$ cat config.mk
export PLATFORM = sky130hd
export DESIGN_NAME = implication_stimulus_gen
export DESIGN_NICKNAME = d
export VERILOG_FILES = /design/src/rtl/sva_stim_pkg.sv /design/src/rtl/stim_down_counter.sv /design/src/rtl/implication_stimulus_gen.sv
export SDC_FILE = /design/constraint.sdc
export NUM_CORES = 1
export LEC_CHECK = 0
export CAP_MARGIN = 25
export CORE_MARGIN = 10
export CORE_UTILIZATION = 39
export DETAILED_ROUTE_END_ITERATION = 16
export SKIP_LAST_GASP = 1
export SYNTH_ARGS = -nofsm -noshare
export SYNTH_HDL_FRONTEND = slang
export SYNTH_HIERARCHICAL = 1
export SYNTH_SLANG_ARGS = --single-unit
$ cat constraint.sdc
create_clock -name clk -period 1.8 [get_ports clk]
set_input_delay 0.18 -clock clk [delete_from_list [all_inputs] [get_ports clk]]
set_output_delay 0.18 -clock clk [all_outputs]
set_load 0.05 [all_outputs]
$ cat src/rtl/sva_stim_pkg.sv
// Shared types and helpers for the implication stimulus generator.
package sva_stim_pkg;

    // Per-run trace flavour; each gives the downstream checker a known outcome.
    typedef enum logic [1:0] {
        OVERLAP   = 2'd0,
        DELAYED   = 2'd1,
        DROP_LAST = 2'd2,
        VACUOUS   = 2'd3
    } stim_mode_e;

    typedef enum logic [2:0] {
        ST_IDLE   = 3'd0,
        ST_GAP    = 3'd1,
        ST_FIRE   = 3'd2,
        ST_WAIT   = 3'd3,
        ST_FINISH = 3'd4
    } state_e;

    // Saturate a requested distance to the largest supported one.
    function automatic int unsigned clamp_delay(input int unsigned in_val,
                                                input int unsigned max_val);
        return (in_val > max_val) ? max_val : in_val;
    endfunction

endpackage

$ cat src/rtl/stim_down_counter.sv
// Loadable down-counter with terminal-count flag; used as GAP and WAIT timer.
module stim_down_counter #(
    parameter int W = 4
) (
    input  logic         clk,
    input  logic         rst,
    input  logic         load,
    input  logic [W-1:0] load_val,
    input  logic         en,
    output logic [W-1:0] count,
    output logic         tc
);

    // Load wins over decrement; the owner only enables while count is nonzero.
    always_ff @(posedge clk or posedge rst) begin
        if (rst)
            count <= '0;
        else if (load)
            count <= load_val;
        else if (en)
            count <= count - W'(1);
    end

    assign tc = (count == '0);

endmodule

$ cat src/rtl/implication_stimulus_gen.sv
// Scripted antecedent/consequent source for the implication-checking stage.
// All outputs are flops loaded from the next-state logic, so no input reaches
// an output combinationally.
module implication_stimulus_gen
    import sva_stim_pkg::*;
#(
    parameter int NUM_PULSES = 8,
    parameter int MAX_DELAY  = 4,
    parameter int GAP        = 2,
    localparam int DW = $clog2(MAX_DELAY + 1),
    localparam int CW = $clog2(NUM_PULSES + 1)
) (
    input  logic          clk,
    input  logic          rst,
    input  logic          start,
    input  logic          abort,
    input  stim_mode_e    mode,
    input  logic [DW-1:0] delay,
    output logic          antecedent,
    output logic          consequent,
    output logic          busy,
    output logic          done,
    output logic [CW-1:0] pulse_cnt
);

    localparam int GW = $clog2(GAP + 1);
    localparam logic [CW-1:0] LAST     = CW'(NUM_PULSES);
    localparam logic [GW-1:0] GAP_LOAD = GW'(GAP - 1);

    state_e        state, state_n;
    stim_mode_e    mode_q, mode_n;
    logic [DW-1:0] dist_q, dist_n;
    logic          ant_n, con_n, busy_n, done_n;
    logic [CW-1:0] cnt_n;
    logic          slot_end;
    logic          cur_last, next_last;

    logic          gap_load, gap_en, gap_tc;
    logic [GW-1:0] gap_count;
    logic          wait_load, wait_en, wait_tc;
    logic [DW-1:0] wait_count;

    stim_down_counter #(.W(GW)) u_gap_timer (
        .clk      (clk),
        .rst      (rst),
        .load     (gap_load),
        .load_val (GAP_LOAD),
        .en       (gap_en),
        .count    (gap_count),
        .tc       (gap_tc)
    );

    // WAIT timer holds d-1 on entry so its terminal count marks the consequent slot.
    stim_down_counter #(.W(DW)) u_wait_timer (
        .clk      (clk),
        .rst      (rst),
        .load     (wait_load),
        .load_val (dist_q - DW'(1)),
        .en       (wait_en),
        .count    (wait_count),
        .tc       (wait_tc)
    );

    // cur_last: the pulse now in flight is the final one of the run.
    assign cur_last  = (pulse_cnt == LAST);
    assign next_last = ((pulse_cnt + CW'(1)) == LAST);

    // Next state and next registered output values; abort overrides everything.
    always_comb begin
        state_n   = state;
        mode_n    = mode_q;
        dist_n    = dist_q;
        ant_n     = 1'b0;
        con_n     = 1'b0;
        busy_n    = busy;
        done_n    = 1'b0;
        cnt_n     = pulse_cnt;
        gap_load  = 1'b0;
        gap_en    = 1'b0;
        wait_load = 1'b0;
        wait_en   = 1'b0;
        slot_end  = 1'b0;

        case (state)
            ST_IDLE: begin
                if (start) begin
                    mode_n   = mode;
                    dist_n   = (mode == DELAYED || mode == DROP_LAST)
                               ? DW'(clamp_delay(32'(delay), MAX_DELAY)) : '0;
                    cnt_n    = '0;
                    busy_n   = 1'b1;
                    gap_load = 1'b1;
                    state_n  = ST_GAP;
                end
            end
            ST_GAP: begin
                if (gap_tc) begin
                    state_n = ST_FIRE;
                    cnt_n   = pulse_cnt + CW'(1);
                    ant_n   = (mode_q != VACUOUS);
                    con_n   = (dist_q == '0) && (mode_q != VACUOUS)
                              && !(mode_q == DROP_LAST && next_last);
                end else begin
                    gap_en = (gap_count != '0);
                end
            end
            ST_FIRE: begin
                if (dist_q == '0) begin
                    slot_end = 1'b1;
                end else begin
                    state_n   = ST_WAIT;
                    wait_load = 1'b1;
                    con_n     = (dist_q == DW'(1))
                                && !(mode_q == DROP_LAST && cur_last);
                end
            end
            ST_WAIT: begin
                if (wait_tc) begin
                    slot_end = 1'b1;
                end else begin
                    wait_en = (wait_count != '0);
                    con_n   = (wait_count == DW'(1))
                              && !(mode_q == DROP_LAST && cur_last);
                end
            end
            ST_FINISH: state_n = ST_IDLE;
            default:   state_n = ST_IDLE;
        endcase

        if (slot_end) begin
            if (cur_last) begin
                state_n = ST_FINISH;
                busy_n  = 1'b0;
                done_n  = 1'b1;
            end else begin
                state_n  = ST_GAP;
                gap_load = 1'b1;
            end
        end

        if (abort && state != ST_IDLE) begin
            state_n   = ST_IDLE;
            ant_n     = 1'b0;
            con_n     = 1'b0;
            busy_n    = 1'b0;
            done_n    = 1'b0;
            cnt_n     = pulse_cnt;
            gap_load  = 1'b0;
            gap_en    = 1'b0;
            wait_load = 1'b0;
            wait_en   = 1'b0;
        end
    end

    // State, latched run settings and registered outputs.
    always_ff @(posedge clk or posedge rst) begin
        if (rst) begin
            state      <= ST_IDLE;
            mode_q     <= OVERLAP;
            dist_q     <= '0;
            antecedent <= 1'b0;
            consequent <= 1'b0;
            busy       <= 1'b0;
            done       <= 1'b0;
            pulse_cnt  <= '0;
        end else begin
            state      <= state_n;
            mode_q     <= mode_n;
            dist_q     <= dist_n;
            antecedent <= ant_n;
            consequent <= con_n;
            busy       <= busy_n;
            done       <= done_n;
            pulse_cnt  <= cnt_n;
        end
    end

endmodule

==> results.json, run 1 <==
{
  "design_power_total_w": 0.00257,
  "timing.critical_path.to_type": "flip-flop",
  "critical_path.cell_chain": "inv_2, ha_2, or3b_4, a211oi_4, nand2_1, nand2_2, nand2_1, o21ai_1",
  "grt_remaining_overflow": 0,
  "drt_pre_antenna_iters": 4,
  "number_of_pins_with_negative_max_slew_slack_in_the_final_report": 0,
  "gr-max-usage-layer": "met2",
  "core_region_area_um2": 3130,
  "detail_route.iter0.violations": 45,
  "setup_ws_ns": 0.0576,
  "antenna_cells": 0,
  "placementRows": 20,
  "synthesis.area_um2": 1310,
  "post-synth-top-area-fraction_pct": 40.1,
  "tns_ns": 0,
  "dpl-instance-area_um2": 1570,
  "reg_to_reg_slack_setup_ns": 0.06,
  "placement.io_buffers": 16,
  "detailedPlacementHpwl_um": 2140,
  "tritoncts.num_buffers": 3,
  "synth-seq-cells": 21,
  "timing.critical_path.slowest_stage_cell": "sky130_fd_sc_hd__dfrtp_1",
  "vias_after_detailed_routing": 1105,
  "grt_max_degree": 17,
  "max_slew_margin_pct": 56.2,
  "outcome": "finished clean",
  "grtUsageMet2_pct": 16.3,
  "synth_top_cell_by_area": "sky130_fd_sc_hd__dfrtp_1",
  "synth_area_per_cell_um2": 8.97,
  "route.detailed.wl_per_inst_um": 12.9,
  "drcViolationCount": 0,
  "clk_pin_slew_ns": 0.13,
  "antenna_violations_before_repair": 0,
  "longest_clk_path_bufs": 2,
  "crit-reg2reg-launch": "dist_q[1]",
  "min_period_over_period_pct": 96.8,
  "crit_path_end": "u_gap_timer/count[0]",
  "worst_skew_pair.late_latency_ns": 0.31,
  "globalRouteMet1Util_pct": 11.0,
  "ir_worst_vdd_mv": 0.637,
  "unrepaired_setup_endpoints_after_global_routing": "yes",
  "synth_area_leaders": "sky130_fd_sc_hd__dfrtp_1 40%, sky130_fd_sc_hd__ha_1 8.6%, sky130_fd_sc_hd__nand2_1 6.9%, sky130_fd_sc_hd__inv_1 4.3%, sky130_fd_sc_hd__nor2_1 3.2%",
  "clock_tree.root_cell": "sky130_fd_sc_hd__clkbuf_4",
  "final_layout_size_suffix_gt1_share_pct": 21.9,
  "critical_path_arrival_ns": 1.99,
  "netlist_instances": 146,
  "gr-usage-all-layers_pct": 9.44,
  "worst-r2r-cell-count": 8,
  "ys.warnings.count": 6,
  "grt_pass1_wl_um": 4820,
  "boundaryPins": 17,
  "nets": 197,
  "die_width_um": 78.0,
  "fp.dieArea_um2": 6080,
  "worst_setup_path_start_kind": "flip-flop",
  "crit_start": "dist_q[1]",
  "crit_path_max_fanout": 4,
  "final_period_minus_worst_setup_slack_ns": 1.74,
  "cts_max_level": 1,
  "wirelength_um": 2870,
  "startpoint_to_endpoint_class_of_the_critical_path": "reg -> reg",
  "worstMarginPinSlew_ns": 0.656,
  "die_height_um": 78.0,
  "floorplan.initialDensity_pct": 41.9,
  "route.antenna.remaining_nets": 0,
  "first_global_vias": 1115,
  "timing_hold_violations_final": 0,
  "synth.distinct_cells": 38,
  "mappedNetlistNets": 164,
  "maxCapViolCount": 0,
  "cellLeakagePower_nw": 0.740,
  "worst_r2r_endpoint": "u_gap_timer/count[0]",
  "sequential_area_share_after_synthesis_pct": 40.1,
  "timing.hold.ws_ns": 0.102,
  "sinks_on_the_clock_net": 21,
  "dp_slack_ns": 0.00952,
  "cp_common_cell": "sky130_fd_sc_hd__nand2_1",
  "worstHoldPathType": "in -> async",
  "gp_congestion": 0.874,
  "max_stage_delay_ns": 0.41,
  "final-setup-viol-count": 0,
  "pwr_density_cell_nw_per_um2": 1550,
  "synthToLayoutAreaGrowth_pct": 26.6,
  "tritoncts_clock_tree": "built",
  "groute.layer.met3.usage_pct": 3.00,
  "clock.fmax_ghz": 0.574,
  "skew_ns": 0.00591,
  "finalInstanceArea_um2": 1660,
  "critical_path_required_ns": 2.05,
  "avgViaCountPerCell": 4.98
}
cell usage after synthesis (all sizes together):
library cell and number:
nand2 25, dfrtp 21, inv 15, nor2 12, ha 9, o21ai 8
nor3 5, a21oi 4, nand3 4, nor2b 4, and2 3, nand2b 3
nor4b 3, o31ai 3, xnor2 3, a211oi 2, a22o 2, and3b 2
buf 2, conb 2, mux2 2, nor4 2, xor2 2, a211o 1
a21boi 1, nand4 1, o2111ai 1, o211ai 1, o41ai 1, or3b 1
or4b 1
state kept, by name (all words and copies together) (netlist names):
signal              cells
pulse_cnt               4
mode_q                  2
state                   3
u_wait_timer/count      3
dist_q                  3
consequent              1
antecedent              1
u_gap_timer/count       2
done                    1
busy                    1
worst max-delay path: cells and delay by family (launching register included):
kind | cells | cell delay [ns]
compound gates | 2 | 0.37
fa+ha+maj | 1 | 0.17
buf+inv | 1 | 0.08
flops | 1 | 0.41
simple gates | 4 | 0.64
metrics by stage:
stage	util (%)	cells
floorplan	-	146
global placement	50.3	214
detailed placement	50.3	214
CTS	51.4	218
global route	53.0	222
finish	53.0	222
cells by family (layout without fill, tap and decap cells):
family / count (synthesis) / in the layout / synth area share, %
xor+xnor: 5 / 5 / 3.34
fa+ha+maj: 9 / 9 / 8.60
buf+inv: 17 / 49 / 5.54
other cells: 2 / 2 / 0.573
flops: 21 / 21 / 40.1
simple gates: 66 / 66 / 25.8
mux: 2 / 2 / 1.72
compound gates: 24 / 24 / 14.3
routing by layer:
layer / share of wire, % / routed length [um]
met1: 47 / 1360
met2: 47 / 1350
met3: 4.7 / 136
met4: 0.80 / 23
met5: 0 / 0
where the power goes:
group | internal (W) | total, W | switching (W)
combinational | 0.000650 | 0.00147 | 0.000821
sequential | 0.000652 | 0.000856 | 0.000204
clock | 0.0000831 | 0.000240 | 0.000157
total | 0.00139 | 0.00257 | 0.00118
worst min-delay path by stage:
stage	from	end	slack, ns
after floorplan	rst	u_gap_timer/count[0]	-0.08
after global placement	rst	u_gap_timer/count[1]	0.45
after detailed placement	rst	u_gap_timer/count[0]	0.45
after CTS	rst	u_gap_timer/count[1]	0.10
after global routing	rst	u_gap_timer/count[1]	0.1
final	rst	u_gap_timer/count[1]	0.10
cells in the final DEF (no fill, tap or decap), types with 2 or more instances in the layout:
cell,synthesis,final
sky130_fd_sc_hd__and3b_1,2,2
sky130_fd_sc_hd__inv_1,15,13
sky130_fd_sc_hd__ha_2,0,2
sky130_fd_sc_hd__nor3_1,5,4
sky130_fd_sc_hd__a21oi_1,4,4
sky130_fd_sc_hd__o21ai_1,5,5
sky130_fd_sc_hd__a22o_1,2,2
sky130_fd_sc_hd__buf_4,0,18
sky130_fd_sc_hd__clkdlybuf4s50_1,0,12
sky130_fd_sc_hd__nand2b_1,3,2
sky130_fd_sc_hd__nor2_1,11,11
sky130_fd_sc_hd__xnor2_1,3,3
sky130_fd_sc_hd__nand2_2,1,2
sky130_fd_sc_hd__clkbuf_4,0,3
sky130_fd_sc_hd__nor4_1,2,2
sky130_fd_sc_hd__dfrtp_1,21,21
sky130_fd_sc_hd__o31ai_2,3,3
sky130_fd_sc_hd__and2_1,3,3
sky130_fd_sc_hd__nor4b_1,3,2
sky130_fd_sc_hd__ha_1,9,7
sky130_fd_sc_hd__inv_2,0,2
sky130_fd_sc_hd__conb_1,2,2
sky130_fd_sc_hd__mux2_1,2,2
sky130_fd_sc_hd__o21ai_0,2,2
sky130_fd_sc_hd__xor2_1,2,2
sky130_fd_sc_hd__nand3_1,4,4
sky130_fd_sc_hd__nor2b_1,3,3
sky130_fd_sc_hd__nand2_1,24,23
layout make-up:
class                      instances  area, um2
timing repair buffer              30        255
clock inverter                     1       5.00
inverter                          15       56.3
multi-input combinational        108        738
clock buffer                       3       22.5
tap                               44       55.1
sequential                        21        526
fill                             298       1470
timing repair:
action | in CTS | in global routing
buffers inserted | 0 | 4
pin swaps | 1 | 2
hold buffers | 0 | 0
endpoints found under the hold margin | 0 | 0
gates resized for setup | 1 | 7
endpoints found under the setup margin | 2 | 7
(Power assumes the default switching activity.)
==> inputs of run 2 (changes only) <==
--- a/config.mk
+++ b/config.mk
@@ -10,7 +10,9 @@
 export CORE_UTILIZATION = 39
 export DETAILED_ROUTE_END_ITERATION = 16
 export SKIP_LAST_GASP = 1
+export SLEW_MARGIN = 5
 export SYNTH_ARGS = -nofsm -noshare
 export SYNTH_HDL_FRONTEND = slang
 export SYNTH_HIERARCHICAL = 1
 export SYNTH_SLANG_ARGS = --single-unit
+export TNS_END_PERCENT = 30
==> run 2 against run 1 <==
Compared with the run above: sequential share of layout area hardly changed; clock skew hardly changed; final cell count unchanged; largest cell class unchanged; utilization fell by 0.080 points; power decreased by 0.27%; final area fell by 0.15%; register-to-register slack gained 0.02 ns; worst setup slack gained 0.019 ns; global-route usage down 0.16 points; first-iteration DRC count down 36%; clock power about the same.
==> results.json, run 2 (synthesized netlist as in run 1, its figures left out) <==
{
  "route.detailed.wl_per_inst_um": 12.8,
  "sinks_on_the_clock_net": 21,
  "critPathBufInv": 1,
  "drt_pre_antenna_iters": 4,
  "clock.fmax_ghz": 0.580,
  "grt_remaining_overflow": 0,
  "grt_max_degree": 17,
  "tns_ns": 0,
  "synthToLayoutAreaGrowth_pct": 26.4,
  "route.antenna.remaining_nets": 0,
  "worstHoldPathType": "in -> async",
  "gr-usage-all-layers_pct": 9.28,
  "critical_path_required_ns": 2.05,
  "tritoncts.num_buffers": 3,
  "first_global_vias": 1101,
  "timing.critical_path.slowest_stage_cell": "sky130_fd_sc_hd__dfrtp_1",
  "mostFrequentLayoutCells": "23 x sky130_fd_sc_hd__nand2_1, 21 x sky130_fd_sc_hd__dfrtp_1, 18 x sky130_fd_sc_hd__buf_4",
  "maxCapViolCount": 0,
  "detailedPlacementHpwl_um": 2140,
  "final_period_minus_worst_setup_slack_ns": 1.72,
  "layout_commonest_cell": "sky130_fd_sc_hd__nand2_1",
  "placementRows": 20,
  "crit_start": "dist_q[1]",
  "final-setup-viol-count": 0,
  "cellLeakagePower_nw": 0.741,
  "wirelength_um": 2850,
  "vias_after_detailed_routing": 1095,
  "ir_worst_vdd_mv": 0.639,
  "floorplan.initialDensity_pct": 41.9,
  "critical_path_arrival_ns": 1.98,
  "die_width_um": 78.0,
  "worst_skew_pair.late_latency_ns": 0.31,
  "boundaryPins": 17,
  "crit_path_max_fanout": 4,
  "fp.dieArea_um2": 6080,
  "max_slew_margin_pct": 56.1,
  "detail_route.iter0.violations": 29,
  "die_height_um": 78.0,
  "clock_tree.root_cell": "sky130_fd_sc_hd__clkbuf_4",
  "core_region_area_um2": 3130,
  "worstMarginPinSlew_ns": 0.659,
  "timing.critical_path.to_type": "flip-flop",
  "placement.io_buffers": 16,
  "drcViolationCount": 0,
  "finish.utilization_pct": 52.9,
  "outcome": "finished clean",
  "unrepaired_setup_endpoints_after_global_routing": "yes",
  "cts_max_level": 1,
  "final_layout_size_suffix_gt1_share_pct": 21.3,
  "number_of_pins_with_negative_max_slew_slack_in_the_final_report": 0,
  "max_stage_delay_ns": 0.41,
  "clk_pin_slew_ns": 0.13,
  "antenna_cells": 0,
  "cp_common_cell": "sky130_fd_sc_hd__nand2_1",
  "grt_pass1_wl_um": 4740,
  "longest_clk_path_bufs": 2,
  "antenna_violations_before_repair": 0,
  "crit-reg2reg-launch": "dist_q[1]",
  "timing_hold_violations_final": 0,
  "min_period_over_period_pct": 95.8,
  "startpoint_to_endpoint_class_of_the_critical_path": "reg -> reg",
  "pwr_density_cell_nw_per_um2": 1550,
  "kind_of_cell_adding_the_most_delay_to_the_critical_path": "simple AND/OR/NAND/NOR gates",
  "nets": 197,
  "gp_congestion": 0.874,
  "worst_setup_path_start_kind": "flip-flop",
  "avgViaCountPerCell": 4.93,
  "top_register": "pulse_cnt",
  "critical_path.cell_chain": "inv_2, ha_2, or3b_4, a211oi_4, nand2_1, nand2_2, nand2_1, o21ai_1",
  "largest_register_ff_count": 4,
  "skew_ns": 0.00576,
  "tritoncts_clock_tree": "built"
}
-- run 2: power breakdown --
part / internal, W / switching [W] / total (W)
combinational: 0.000646 / 0.000819 / 0.00147
clock: 0.0000832 / 0.000157 / 0.000240
sequential: 0.000652 / 0.000204 / 0.000856
total: 0.00138 / 0.00118 / 0.00256
-- run 2: timing repair --
action                     in CTS  in global routing
hold buffers                    0                  0
setup endpoints to repair       2                  7
pin swaps                       1                  3
buffers inserted                0                  4
gates resized for setup         0                  7
-- run 2: layout make-up --
type	instances	area, um2
timing repair buffer	30	255
clock inverter	1	5.00
multi-input combinational	108	736
inverter	15	56.3
clock buffer	3	22.5
fill	297	1470
tap	44	55.1
sequential	21	526
-- run 2: per-stage QoR --
stage | cells | cell area [um2] | total power, W | setup WS, ns | hold WS, ns
global route | 222 | 1660 | 0.00279 | -0.0380 | 0.0997
finish | 222 | 1660 | 0.00256 | 0.0762 | 0.0987
CTS | 218 | 1600 | 0.00247 | -0.00403 | 0.105
floorplan | 146 | 1310 | 0.00182 | 0.0913 | -0.0788
detailed placement | 214 | 1570 | 0.00223 | 0.00952 | 0.455
global placement | 214 | 1570 | 0.00220 | 0.0546 | 0.450
-- run 2: path summary, 6_finish.rpt --
check	endpoint	cells past startpoint	slack [ns]
worst max-delay path	u_gap_timer/count[0]	8	0.08
worst min-delay path	u_gap_timer/count[1]	2	0.1
worst max register to register	u_gap_timer/count[0]	8	0.08
worst min register to register	mode_q[1]	1	0.53
max in group asynchronous	state[0]	2	1.03
min in group clk	dist_q[1]	3	0.39
-- run 2: worst register-to-register path, delay by kind of cell, from the launching register on --
family | cells | cell delay, ns
AND/OR/NAND/NOR | 4 | 0.65
adder cells (fa/ha/maj) | 1 | 0.17
flip-flops | 1 | 0.41
buffers and inverters | 1 | 0.08
AO/OA/AOI/OAI | 2 | 0.36
-- run 2: layer usage --
layer | wire length [um] | vias to the layer above | GRT usage [%] | part of all wire [%]
met5 | 0 | - | 0 | 0
li1 | - | 558 | - | -
met3 | 121 | 5 | 2.88 | 4.2
met4 | 30 | 0 | 2.69 | 1.1
met2 | 1310 | 20 | 15.7 | 46
met1 | 1390 | 512 | 11.0 | 49
==> inputs of run 3 (changes only) <==
--- a/config.mk
+++ b/config.mk
@@ -8,6 +8,7 @@
 export CAP_MARGIN = 25
 export CORE_MARGIN = 10
 export CORE_UTILIZATION = 39
+export CTS_CLUSTER_SIZE = 8
 export DETAILED_ROUTE_END_ITERATION = 16
 export SKIP_LAST_GASP = 1
 export SLEW_MARGIN = 5
==> results of run 3 <==
Same layout as run 2: the final DEF is identical, and so are final timing and power.
